===== src/rtl/uart_ascii_cmd_decoder.sv =====
// uart_ascii_cmd_decoder: turns received ASCII bytes into hex nibbles and {value, command} pairs.
// Optional idle-gap abort of partial sequences when ASCII_CMD_TIMEOUT_EN is defined.
module uart_ascii_cmd_decoder #(
  parameter int DIGITS         = 4,
  parameter int TIMEOUT_CYCLES = 208333
) (
  input  logic                  clk,
  input  logic                  reset,
  input  logic [7:0]            rx_data,
  input  logic                  rx_valid,
  output logic [3:0]            oDEC,
  output logic                  dec_valid,
  output logic [DIGITS*4-1:0]   value,
  output logic [7:0]            cmd,
  output logic                  cmd_valid,
  output logic                  overflow,
  output logic                  err
);
  localparam int W  = DIGITS * 4;
  localparam int CW = $clog2(DIGITS + 1);
  typedef enum logic {IDLE, ACCUM} state_t;
  if (TIMEOUT_CYCLES < 1 || TIMEOUT_CYCLES > 262144) begin : g_bad_timeout
    $error("TIMEOUT_CYCLES must fit the 18-bit gap counter");
  end
  state_t          r_state;
  logic [W-1:0]    r_acc;
  logic [CW-1:0]   r_cnt;
  logic            w_is_hex;
  logic            w_is_cmd;
  logic            w_is_eol;
  logic [3:0]      w_nib;
  logic            w_full;
  always_comb begin
    w_is_hex = (rx_data >= 8'h30 && rx_data <= 8'h39) ||
               (rx_data >= 8'h41 && rx_data <= 8'h46) ||
               (rx_data >= 8'h61 && rx_data <= 8'h66);
    w_is_cmd = (rx_data >= 8'h47 && rx_data <= 8'h5A) ||
               (rx_data >= 8'h67 && rx_data <= 8'h7A);
    w_is_eol = rx_data == 8'h0D || rx_data == 8'h0A;
    w_nib    = rx_data <= 8'h39 ? rx_data[3:0] : rx_data[3:0] + 4'd9;
    w_full   = r_cnt == CW'(DIGITS);
  end
`ifdef ASCII_CMD_TIMEOUT_EN
  logic [17:0] r_gap;
  logic        w_tmo;
  assign w_tmo = r_state == ACCUM && !rx_valid && r_gap == 18'(TIMEOUT_CYCLES - 1);
  always_ff @(posedge clk or negedge reset) begin
    if (!reset) r_gap <= '0;
    else        r_gap <= (rx_valid || r_state == IDLE || w_tmo) ? '0 : r_gap + 18'd1;
  end
`else
  logic w_tmo;
  assign w_tmo = 1'b0;
`endif
  always_ff @(posedge clk or negedge reset) begin
    if (!reset) begin
      r_state   <= IDLE;
      r_acc     <= '0;
      r_cnt     <= '0;
      oDEC      <= '0;
      dec_valid <= 1'b0;
      value     <= '0;
      cmd       <= '0;
      cmd_valid <= 1'b0;
      overflow  <= 1'b0;
      err       <= 1'b0;
    end else begin
      dec_valid <= 1'b0;
      cmd_valid <= 1'b0;
      err       <= 1'b0;
      if (rx_valid && w_is_hex) begin
        // acc is always zero in IDLE, so one shift-in covers both states
        r_acc     <= (r_acc << 4) | W'(w_nib);
        r_cnt     <= w_full ? r_cnt : r_cnt + CW'(1);
        overflow  <= overflow | w_full;
        r_state   <= ACCUM;
        oDEC      <= w_nib;
        dec_valid <= 1'b1;
      end else if (rx_valid || w_tmo) begin
        if (rx_valid && (w_is_cmd || (w_is_eol && r_state == ACCUM))) begin
          value     <= r_acc;
          cmd       <= w_is_cmd ? rx_data : 8'h00;
          cmd_valid <= 1'b1;
        end
        err      <= w_tmo || !(w_is_cmd || w_is_eol);
        r_acc    <= '0;
        r_cnt    <= '0;
        overflow <= 1'b0;
        r_state  <= IDLE;
      end
    end
  end
endmodule


===== config.mk =====
export PLATFORM = sky130hd
export DESIGN_NAME = uart_ascii_cmd_decoder
export DESIGN_NICKNAME = d
export VERILOG_FILES = /design/src/rtl/uart_ascii_cmd_decoder.sv
export SDC_FILE = /design/constraint.sdc
export NUM_CORES = 1
export LEC_CHECK = 0
export BUFFER_PORTS_ARGS = -buffer_cell sky130_fd_sc_hd__clkbuf_2
export CORE_ASPECT_RATIO = 1.25
export CORE_MARGIN = 5
export CORE_UTILIZATION = 55
export CTS_BUF_LIST = sky130_fd_sc_hd__clkbuf_16
export DETAILED_ROUTE_END_ITERATION = 12
export PLACE_DENSITY_LB_ADDON = 0.12
export SLEW_MARGIN = 30
export SYNTH_ARGS = -nofsm -noshare
export SYNTH_HDL_FRONTEND = slang
export SYNTH_SLANG_ARGS = --single-unit

===== constraint.sdc =====
create_clock -name clk -period 1.9 [get_ports clk]
set_input_delay 0.19 -clock clk [delete_from_list [all_inputs] [get_ports clk]]
set_output_delay 0.19 -clock clk [all_outputs]
set_load 0.01 [all_outputs]

==> reports/qor.csv, run 1 <==
stage,metric,value,unit
critical_path,R2R Path Start,r_state$_DFFE_PN0P_,
logic_synthesis,sequential cell area fraction in the yosys report,53.83,%
routing,DRC Markers,0,
place,HPWL Detailed,3.876,mm
global_routing,GRT overflow,0,
global_routing,first-pass GRT wire length,9.073,mm
global_routing,GR Util All Layers,19.49,%
hold_path,Worst Hold Depth,2,
global_routing,Top Usage Layer GRT,met2,
timing,minimum clock period,1825,ps
logic_synthesis,Synth Register Bits,52,
power_and_ir_drop,Peak VDD IR,0.5045,mV
hold_path,worst hold path class,in2reg,
critical_path,Setup Crit Path Kind,in2reg,
timing,Slew HR,57.83,%
cts,root buffer cell,clkbuf_16,
finish,Ant. Diodes,0,
critical_path,Critical Path Stages,11,
timing,# setup viols final,0,
logic_synthesis,Synth Cell Area,2417,sq um
cts,"Clk Latency, worst-skew pair",280,ps
finish,fin area,3105,sq um
critical_path,startpoint type of the worst setup path,primary input,
floorplan,IO Count,43,
logic_synthesis,Synth cell types,44,
place,Routability Congestion,0.8866,
cts,Num Clock Sinks,52,
power_and_ir_drop,Internal Pwr Total,2.011,mW
timing,setup ws final,75.32,ps
critical_path,Worst Reg-to-Reg Cells,6,
global_routing,largest net degree at the start of global routing,29,
power_and_ir_drop,clock power share,37.2,%
power_and_ir_drop,PwrDens,849.8,nW/um^2
timing,Worst-Margin Slew,632.6,ps
floorplan,Chip Height,84.12,um
critical_path,delay of the slowest critical-path stage,280,ps
power_and_ir_drop,Switching Share,23.82,%
routing,DR WL/cell,16.16,um
power_and_ir_drop,Lkg Pwr,1.584,nW
cts,Worst-path clk slew,60,ps
timing,Final Max Tran Viols,0,
finish,Nets,277,
critical_path,crit path from,rx_data[0],
finish,layout cells sized above 1,44.44,%
critical_path,"most used cell, CP",buf_4,
cts,CTS tree,done,
logic_synthesis,Post-synth EDFFs,0,
global_routing,met3 usage,3.976,%
floorplan,Initial Util,55.90,%
finish,Finished Layout Cells,319,
routing,drt total wl,5.155,mm
place,input/output buffers,42,
finish,"most common cell after layout, fill and taps aside",dfrtp_1,
logic_synthesis,syn_nets,205,
critical_path,CP endpoint kind,flip-flop,
place,cell total after placement,309,
critical_path,Crit path buffers/inverters,5,
logic_synthesis,Post-synth ARST share,100.0,%
timing,period utilization,96.04,%
critical_path,CP top delay family,buffers and inverters,
routing,DR vias/cell,5.411,
floorplan,Rows,27,
routing,initial DRC count,135,
timing,final hold violations,0,
global_routing,met2 GRT Util,35.24,%
finish,area grow syn2layout,28.47,%
timing,clock skew,2.716,ps
power_and_ir_drop,part of the power in registers,46.7,%
power_and_ir_drop,Total Power,2.639,mW
hold_path,Worst Hold Launch,rx_data[5],
flow_run,Max-Cap Viols,0,
finish,most frequent cells in the layout,"52 x dfrtp_1, 42 x clkbuf_2, 32 x buf_4",
critical_path,Worst EP required,2070,ps
global_routing,initial antenna violation count,0,
place,Place WS,-327.2,ps
critical_path,crit-path cells,clkbuf_2 -> inv_1 -> ha_1 -> nor3b_4 -> a21oi_2 -> a211oi_2 -> buf_4 -> nand3_4 -> buf_12 -> buf_4 -> a22o_1,
cts,CTS buffer count,5,
global_routing,vias in the first global route,1880,
logic_synthesis,cells after synthesis,188,
routing,first-pass iteration count of the detailed router,4,
cts,Clock Tree Buf Depth,2,
critical_path,"Arr. time, crit path",1990,ps
floorplan,Chip Width,69.30,um
power_and_ir_drop,Comb pwr share,16.1,%
timing,FMAX,548.0,MHz
global_routing,met1 Track Usage GR,22.38,%
routing,Vias,1726,
routing,Final ANT Viol Nets,0,
place,placed cell area,2902,sq um
floorplan,CORE AREA,4324,sq um
critical_path,Slowest cell on crit path,nor3b_4,
logic_synthesis,mean area per synthesized cell,12.86,sq um
power_and_ir_drop,net switching power,0.6285,mW
floorplan,Total Die Area,5829,sq um
cts,H-Tree Depth,2,
logic_synthesis,Yosys warnings,0,
run_status,status,completed,
logic_synthesis,"Primary FF master, synth",dfrtp_1,
critical_path,CP Max Fanout,9,
==> routing by layer <==
| layer | vias up | routed length, um |
|---|---|---|
| met5 | - | 0 |
| met4 | 0 | 120 |
| met3 | 12 | 184 |
| met2 | 41 | 2871 |
| met1 | 858 | 1978 |
| li1 | 815 | - |
==> power groups by stage <==
stage	logic (mW)	registers, mW	clock network [mW]
3_5_place_dp	0.421	1.25	0
5_1_grt	0.465	1.24	1.05
2_1_floorplan	0.184	1.28	0
4_1_cts	0.425	1.23	1.00
6_report	0.424	1.23	0.983
3_3_place_gp	0.405	1.25	0
==> Yosys cell counts (2+ instances only) <==
| library cell | instances | area share [%] |
|---|---|---|
| o21ai_0 | 2 | 0.41 |
| dfrtp_1 | 52 | 54 |
| buf_6 | 3 | 1.4 |
| a211o_1 | 2 | 0.72 |
| nand2_1 | 17 | 2.6 |
| mux2_1 | 3 | 1.4 |
| clkbuf_1 | 4 | 0.62 |
| o21ai_1 | 2 | 0.41 |
| and2_1 | 3 | 0.78 |
| and3_1 | 2 | 0.52 |
| a21oi_1 | 5 | 1.0 |
| a211oi_1 | 2 | 0.62 |
| nor2_1 | 3 | 0.47 |
| nand3_1 | 3 | 0.62 |
| ha_1 | 6 | 3.1 |
| a32o_1 | 2 | 0.83 |
| a22o_1 | 9 | 3.3 |
| buf_2 | 5 | 1.0 |
| mux2_2 | 7 | 3.3 |
| o2bb2ai_1 | 13 | 4.7 |
| mux2_4 | 11 | 6.8 |
| inv_1 | 10 | 1.6 |
==> final timing paths <==
kind	endpoint	slack (ps)
worst max-delay path	cmd[0]$_DFFE_PN0P_	80
worst min-delay path	cmd[5]$_DFFE_PN0P_	250
worst max register to register	cmd[0]$_DFFE_PN0P_	490
worst min register to register	cmd[6]$_DFFE_PN0P_	480
max in group asynchronous	value[1]$_DFFE_PN0P_	850
min in group asynchronous	r_acc[14]$_DFFE_PN0P_	480
==> stage by stage <==
stage	hold WS (ps)	setup TNS (ps)	utilization (%)
6_report	249.0	0	71.82
5_1_grt	253.1	-29.51	71.82
4_1_cts	244.5	0	71.15
3_5_place_dp	243.3	-9675	67.10
3_3_place_gp	217.1	-3289	67.10
2_1_floorplan	-105.6	0	-
==> flip-flops by register name, summed over array words and instances (netlist names) <==
name and count:
r_acc 16, value 16, cmd 8, oDEC 4
r_cnt 3, cmd_valid 1, dec_valid 1, err 1
overflow 1, r_state 1
==> repair_timing <==
item / 4_1_cts / 5_1_grt
setup buffers: 0 / 1
hold endpoints to repair: 24 / 0
endpoints found under the setup margin: 1 / 14
pin swaps: 0 / 4
hold buffers: 1 / 0
resized for setup: 1 / 7
==> cell type report <==
| type | instances | area (sq um) |
|---|---|---|
| clock buffers | 5 | 125.1 |
| clock inverters | 3 | 38.79 |
| fillers | 342 | 1219 |
| inverters | 10 | 37.54 |
| multi-input cells | 113 | 1010 |
| flip-flops and latches | 52 | 1301 |
| well taps | 58 | 72.57 |
| repair buffers | 78 | 520.5 |
==> worst register-to-register path: stages, from the launching register on <==
cell and delay (ps):
dfrtp_1 330, inv_1 60, o21ai_1 220, nand3_4 130, buf_12 160, buf_4 160
a22o_1 240
==> logic make-up (layout without fill, tap and decap cells) <==
group,after synthesis,count (layout),share of synthesized area [%]
compound gates,47,47,16.31
fa+ha+maj,6,6,3.106
xor+xnor,2,2,0.7248
mux,21,21,11.49
flops,52,52,53.83
simple gates,37,37,9.110
buf+inv,23,96,5.435
(Power assumes the default switching activity.)
==> run 2, diff against run 1 <==
--- a/config.mk
+++ b/config.mk
@@ -8,7 +8,7 @@
 export BUFFER_PORTS_ARGS = -buffer_cell sky130_fd_sc_hd__clkbuf_2
 export CORE_ASPECT_RATIO = 1.25
 export CORE_MARGIN = 5
-export CORE_UTILIZATION = 55
+export CORE_UTILIZATION = 59
 export CTS_BUF_LIST = sky130_fd_sc_hd__clkbuf_16
 export DETAILED_ROUTE_END_ITERATION = 12
 export PLACE_DENSITY_LB_ADDON = 0.12
==> constraint.sdc (replaced) <==
create_clock -name clk -period 2.1 [get_ports clk]
set_input_delay 0.21 -clock clk [delete_from_list [all_inputs] [get_ports clk]]
set_output_delay 0.21 -clock clk [all_outputs]
set_load 0.01 [all_outputs]
==> reports/qor.csv, run 2 (synthesis gave the netlist of run 1 again) <==
stage,metric,value,unit,change
run_status,status,completed,,
timing,FMAX,514.8,MHz,
cts,CTS tree,done,,
place,placed cell area,2794,sq um,-3.7%
routing,first-pass iteration count of the detailed router,4,,unchanged
critical_path,crit-path cells,clkbuf_2 -> inv_1 -> ha_1 -> o21bai_1 -> a2111oi_0 -> buf_4 -> a211oi_2 -> buf_4 -> and2_0 -> a22o_1,,
timing,Worst-Margin Slew,678.8,ps,+46.24 ps
cts,"Clk Latency, worst-skew pair",290,ps,about the same
power_and_ir_drop,Total Power,2.241,mW,-15%
critical_path,startpoint type of the worst setup path,primary input,,
power_and_ir_drop,Peak VDD IR,0.4293,mV,-15%
cts,Worst-path clk slew,60,ps,about the same
cts,root buffer cell,clkbuf_16,,
cts,CTS buffer count,5,,unchanged
finish,Nets,264,,-4.7%
cts,H-Tree Depth,2,,unchanged
routing,Final ANT Viol Nets,0,,unchanged
floorplan,IO Count,43,,unchanged
timing,# setup viols final,0,,unchanged
hold_path,worst hold path class,in2reg,,
routing,drt total wl,5.160,mm,about the same
timing,RSZ-0062 raised after global routing,false,,
global_routing,first-pass GRT wire length,8.694,mm,-4.2%
routing,DRC Markers,0,,unchanged
power_and_ir_drop,clock power share,34.1,%,-3.1 points
finish,most frequent cells in the layout,"52 x dfrtp_1, 42 x clkbuf_2, 20 x buf_4",,
power_and_ir_drop,net switching power,0.5640,mW,-10%
finish,area grow syn2layout,21.69,%,
floorplan,Rows,26,,-3.7%
critical_path,Setup Crit Path Kind,in2reg,,
place,HPWL Detailed,3.841,mm,-0.91%
global_routing,vias in the first global route,1793,,-4.6%
floorplan,CORE AREA,4034,sq um,-6.7%
critical_path,"most used cell, CP",buf_4,,
critical_path,CP endpoint kind,flip-flop,,
cts,setup bufs post-CTS,0,,unchanged
global_routing,GR Util All Layers,20.99,%,+1.5 points
finish,Regs by FF count,"r_acc: 16 flops, value: 16 flops, cmd: 8 flops",,
critical_path,CP Max Fanout,7,,-2
finish,Ant. Diodes,0,,unchanged
floorplan,Initial Util,59.93,%,+4.0 points
timing,final hold violations,0,,unchanged
timing,Slew HR,54.74,%,-3.1 points
timing,minimum clock period,1942,ps,
routing,Vias,1693,,-1.9%
finish,layout cells sized above 1,39.68,%,-4.8 points
critical_path,delay of the slowest critical-path stage,370,ps,+90 ps
place,Routability Congestion,0.9396,,+6.0%
finish,"most common cell after layout, fill and taps aside",dfrtp_1,,
cts,Num Clock Sinks,52,,unchanged
cts,post-CTS sizing,0,,-1
power_and_ir_drop,Switching Share,25.17,%,+1.4 points
power_and_ir_drop,part of the power in registers,49.8,%,+3.1 points
critical_path,Worst EP required,2320,ps,+250 ps
global_routing,GRT overflow,0,,unchanged
timing,clock skew,4.274,ps,+1.558 ps
power_and_ir_drop,Internal Pwr Total,1.677,mW,-17%
power_and_ir_drop,Comb pwr share,16.1,%,about the same
cts,Clock Tree Buf Depth,2,,unchanged
critical_path,Slowest cell on crit path,and2_0,,
global_routing,initial antenna violation count,0,,unchanged
global_routing,largest net degree at the start of global routing,28,,-3.4%
floorplan,Chip Height,81.57,um,-3.0%
power_and_ir_drop,PwrDens,761.7,nW/um^2,-10%
routing,DR vias/cell,5.587,,+3.3%
timing,Final Max Tran Viols,0,,unchanged
finish,fin area,2942,sq um,-5.3%
critical_path,"Arr. time, crit path",2160,ps,+170 ps
floorplan,Total Die Area,5485,sq um,-5.9%
timing,period utilization,92.50,%,
power_and_ir_drop,Lkg Pwr,1.496,nW,-5.6%
flow_run,Max-Cap Viols,0,,unchanged
place,input/output buffers,42,,unchanged
routing,DR WL/cell,17.03,um,+5.4%
floorplan,Chip Width,67.25,um,-3.0%
routing,initial DRC count,158,,+17%
## run 2: area by class of cell
| type | count | area [sq um] |
|---|---|---|
| flip-flops and latches | 52 | 1301 |
| fillers | 279 | 1092 |
| multi-input cells | 113 | 984.7 |
| repair buffers | 65 | 410.4 |
| clock buffers | 5 | 125.1 |
| well taps | 56 | 70.07 |
| inverters | 10 | 37.54 |
| clock inverters | 2 | 12.51 |
## run 2: final timing paths
kind                                           from                     to  slack, ps  depth (start not counted)
worst max-delay path                     rx_data[0]     cmd[1]$_DFFE_PN0P_        160                         10
max in group asynchronous                     reset   overflow$_DFFE_PN0P_       1020                          3
worst min-delay path                     rx_data[5]     cmd[5]$_DFFE_PN0P_        320                          2
min in group asynchronous                     reset  value[13]$_DFFE_PN0P_        500                          2
worst min register to register   cmd[6]$_DFFE_PN0P_     cmd[6]$_DFFE_PN0P_        490                          1
worst max register to register  r_state$_DFFE_PN0P_     cmd[1]$_DFFE_PN0P_        600                          6
## run 2: layer usage
| layer | vias to the layer above | routed length, um | track usage (%) | part of all wire (%) |
|---|---|---|---|---|
| met5 | - | 0 | 0 | 0 |
| met4 | 0 | 69 | 7.911 | 1.3 |
| met3 | 7 | 234 | 3.694 | 4.5 |
| met2 | 43 | 2705 | 36.48 | 52 |
| met1 | 850 | 2151 | 25.78 | 42 |
| li1 | 793 | - | - | - |
## run 2: repair_timing
action / 4_1_cts / 5_1_grt
endpoints found under the hold margin: 25 / 0
endpoints found under the setup margin: 0 / 0
hold buffers: 1 / 0
## run 2: power groups by stage
stage / registers, mW / clock network, mW / logic (mW)
detailed placement: 1.13 / 0 / 0.360
global placement: 1.13 / 0 / 0.351
finish: 1.12 / 0.765 / 0.360
global route: 1.12 / 0.814 / 0.391
floorplan: 1.16 / 0 / 0.165
CTS: 1.12 / 0.775 / 0.365
## run 2: critical path, delay by kind of cell
family,cells,cell delay (ps)
adder cells (fa/ha/maj),1,210
AND/OR/NAND/NOR,1,370
AO/OA/AOI/OAI,4,820
buffers and inverters,4,540
## run 2: through the flow
stage / instances / utilization, % / worst slack [ps] / hold slack, ps / TNS [ps]
final: 303 / 72.92 / 157.5 / 318.5 / 0
after global routing: 303 / 72.92 / 26.04 / 337.3 / 0
after CTS: 303 / 72.92 / 153.8 / 315.0 / 0
after detailed placement: 295 / 69.26 / -139.8 / 274.2 / -1123
after global placement: 295 / 69.26 / -75.22 / 251.7 / -631.9
after floorplan: 188 / - / 78.47 / -85.59 / 0
==> run 3, diff against run 2 <==
--- a/config.mk
+++ b/config.mk
@@ -11,7 +11,7 @@
 export CORE_UTILIZATION = 59
 export CTS_BUF_LIST = sky130_fd_sc_hd__clkbuf_16
 export DETAILED_ROUTE_END_ITERATION = 12
-export PLACE_DENSITY_LB_ADDON = 0.12
+export PLACE_DENSITY = 0.84
 export SLEW_MARGIN = 30
 export SYNTH_ARGS = -nofsm -noshare
 export SYNTH_HDL_FRONTEND = slang
==> reports/qor.csv, run 3 (synthesis gave the netlist of run 1 again) <==
stage,metric,value,unit,change
run_status,status,completed,,
global_routing,largest net degree at the start of global routing,53,,+89%
finish,Nets,266,,+0.76%
place,cell total after placement,298,,+1.0%
power_and_ir_drop,Lkg Pwr,1.533,nW,+2.5%
floorplan,Chip Height,81.57,um,unchanged
place,Routability Congestion,0.8733,,-7.1%
finish,most frequent cells in the layout,"52 x dfrtp_1, 42 x clkbuf_2, 23 x buf_4",,
timing,# setup viols final,0,,unchanged
finish,Finished Layout Cells,305,,+0.66%
floorplan,Total Die Area,5485,sq um,unchanged
critical_path,Setup Crit Path Kind,in2reg,,
critical_path,CP Max Fanout,10,,+3
routing,wire length on met1,2.189,mm,+1.8%
finish,Ant. Diodes,0,,unchanged
global_routing,GR Util All Layers,20.89,%,-0.10 points
critical_path,startpoint type of the worst setup path,primary input,,
timing,RSZ-0062 raised after global routing,false,,
timing,period utilization,91.15,%,-1.4 points
timing,clock skew,3.066,ps,-1.208 ps
timing,setup ws final,185.9,ps,+28.38 ps
place,input/output buffers,42,,unchanged
timing,Worst-Margin Slew,639.0,ps,-39.87 ps
finish,area grow syn2layout,24.17,%,
floorplan,CORE AREA,4034,sq um,unchanged
floorplan,Chip Width,67.25,um,unchanged
timing,Final Max Tran Viols,0,,unchanged
critical_path,Worst EP required,2270,ps,-50 ps
floorplan,Rows,26,,unchanged
routing,DR WL/cell,16.88,um,-0.89%
global_routing,first-pass GRT wire length,8.521,mm,-2.0%
global_routing,initial antenna violation count,0,,unchanged
cts,Num Clock Sinks,52,,unchanged
routing,Max Used Layer,met4,,
hold_path,worst hold path class,in2async,,
routing,first-pass iteration count of the detailed router,5,,+1
finish,"most common cell after layout, fill and taps aside",dfrtp_1,,
cts,root buffer cell,clkbuf_16,,
routing,DR vias/cell,5.607,,+0.34%
cts,"Clk Latency, worst-skew pair",280,ps,about the same
cts,Clock Tree Buf Depth,2,,unchanged
routing,met2 wire len,2.642,mm,-2.3%
floorplan,IO Count,43,,unchanged
cts,H-Tree Depth,2,,unchanged
floorplan,Initial Util,59.93,%,unchanged
routing,Final ANT Viol Nets,0,,unchanged
timing,final hold violations,0,,unchanged
timing,Slew HR,57.40,%,+2.7 points
global_routing,vias in the first global route,1714,,-4.4%
flow_run,Max-Cap Viols,0,,unchanged
finish,Regs by FF count,"r_acc: 16 flops, value: 16 flops, cmd: 8 flops",,
cts,hold buffers post-CTS,0,,-1
cts,CTS tree,done,,
power_and_ir_drop,PwrDens,829.0,nW/um^2,+8.8%
critical_path,CP endpoint kind,flip-flop,,
critical_path,"Arr. time, crit path",2080,ps,-80 ps
place,Place WS,-144.6,ps,-4.853 ps
cts,Worst-path clk slew,60,ps,about the same
routing,metal3 WL,198,um,-15%
routing,DRC Markers,0,,unchanged
timing,FMAX,522.4,MHz,+1.5%
routing,initial DRC count,75,,-53%
global_routing,GRT overflow,0,,unchanged
routing,drt total wl,5.148,mm,-0.23%
timing,minimum clock period,1914,ps,-28.38 ps
routing,Vias,1710,,+1.0%
place,HPWL Detailed,3.609,mm,-6.0%
finish,layout cells sized above 1,40.56,%,+0.89 points
power_and_ir_drop,Peak VDD IR,0.4050,mV,-5.7%
cts,CTS buffer count,5,,unchanged
run 3: timing repair:
item	in CTS	in global routing
resized for setup	0	1
buffers inserted	0	0
setup endpoints to repair	0	4
run 3: where the power goes:
part	leakage [nW]	total [mW]	internal (mW)	switching, mW
logic	0.739	0.358	0.171	0.187
registers	0.704	1.12	1.07	0.0419
clock network	0.0899	1.01	0.676	0.339
total	1.53	2.49	1.92	0.568
run 3: final cells by class:
type / count / area, sq um
clock buffers: 5 / 125.1
well taps: 56 / 70.07
flip-flops and latches: 52 / 1301
repair buffers: 67 / 422.9
fillers: 294 / 1032
inverters: 10 / 37.54
multi-input cells: 113 / 984.7
clock inverters: 2 / 60.06
run 3: path summary, 6_finish.rpt:
kind	startpoint	end	slack, ps	cells after the start
max	rx_data[0]	cmd[4]$_DFFE_PN0P_	190	11
min	reset	r_acc[13]$_DFFE_PN0P_	40	2
max reg2reg	r_state$_DFFE_PN0P_	cmd[4]$_DFFE_PN0P_	540	6
min reg2reg	cmd[6]$_DFFE_PN0P_	cmd[6]$_DFFE_PN0P_	480	1
max in group asynchronous	reset	r_acc[15]$_DFFE_PN0P_	1640	2
min in group clk	rx_data[5]	cmd[5]$_DFFE_PN0P_	290	2
run 3: worst max-delay path: stages:
cell and delay, ps:
clkbuf_2 100, inv_1 50, ha_1 200, o21bai_1 220
a2111oi_0 130, buf_4 150, a211oi_2 290, nand3_4 150
buf_12 190, buf_4 160, a22o_1 230
run 3: routing by layer:
layer / global-route usage, % / up-vias
met5: 0 / -
met1: 26.01 / 854
met3: 3.283 / 11
li1: - / 795
met4: 8.114 / 0
met2: 36.09 / 50
run 3: through the flow:
step | instance area (sq um) | power [mW] | TNS, ps | util (%) | hold slack [ps]
4_1_cts | 3002 | 2.504 | 0 | 74.41 | 56.44
2_1_floorplan | 2417 | 1.325 | 0 | - | -85.59
5_1_grt | 3002 | 2.578 | 0 | 74.41 | 98.86
3_5_place_dp | 2816 | 1.492 | -1117 | 69.82 | 358.2
3_3_place_gp | 2816 | 1.483 | -362.9 | 69.82 | 350.7
6_report | 3002 | 2.488 | 0 | 74.41 | 37.89
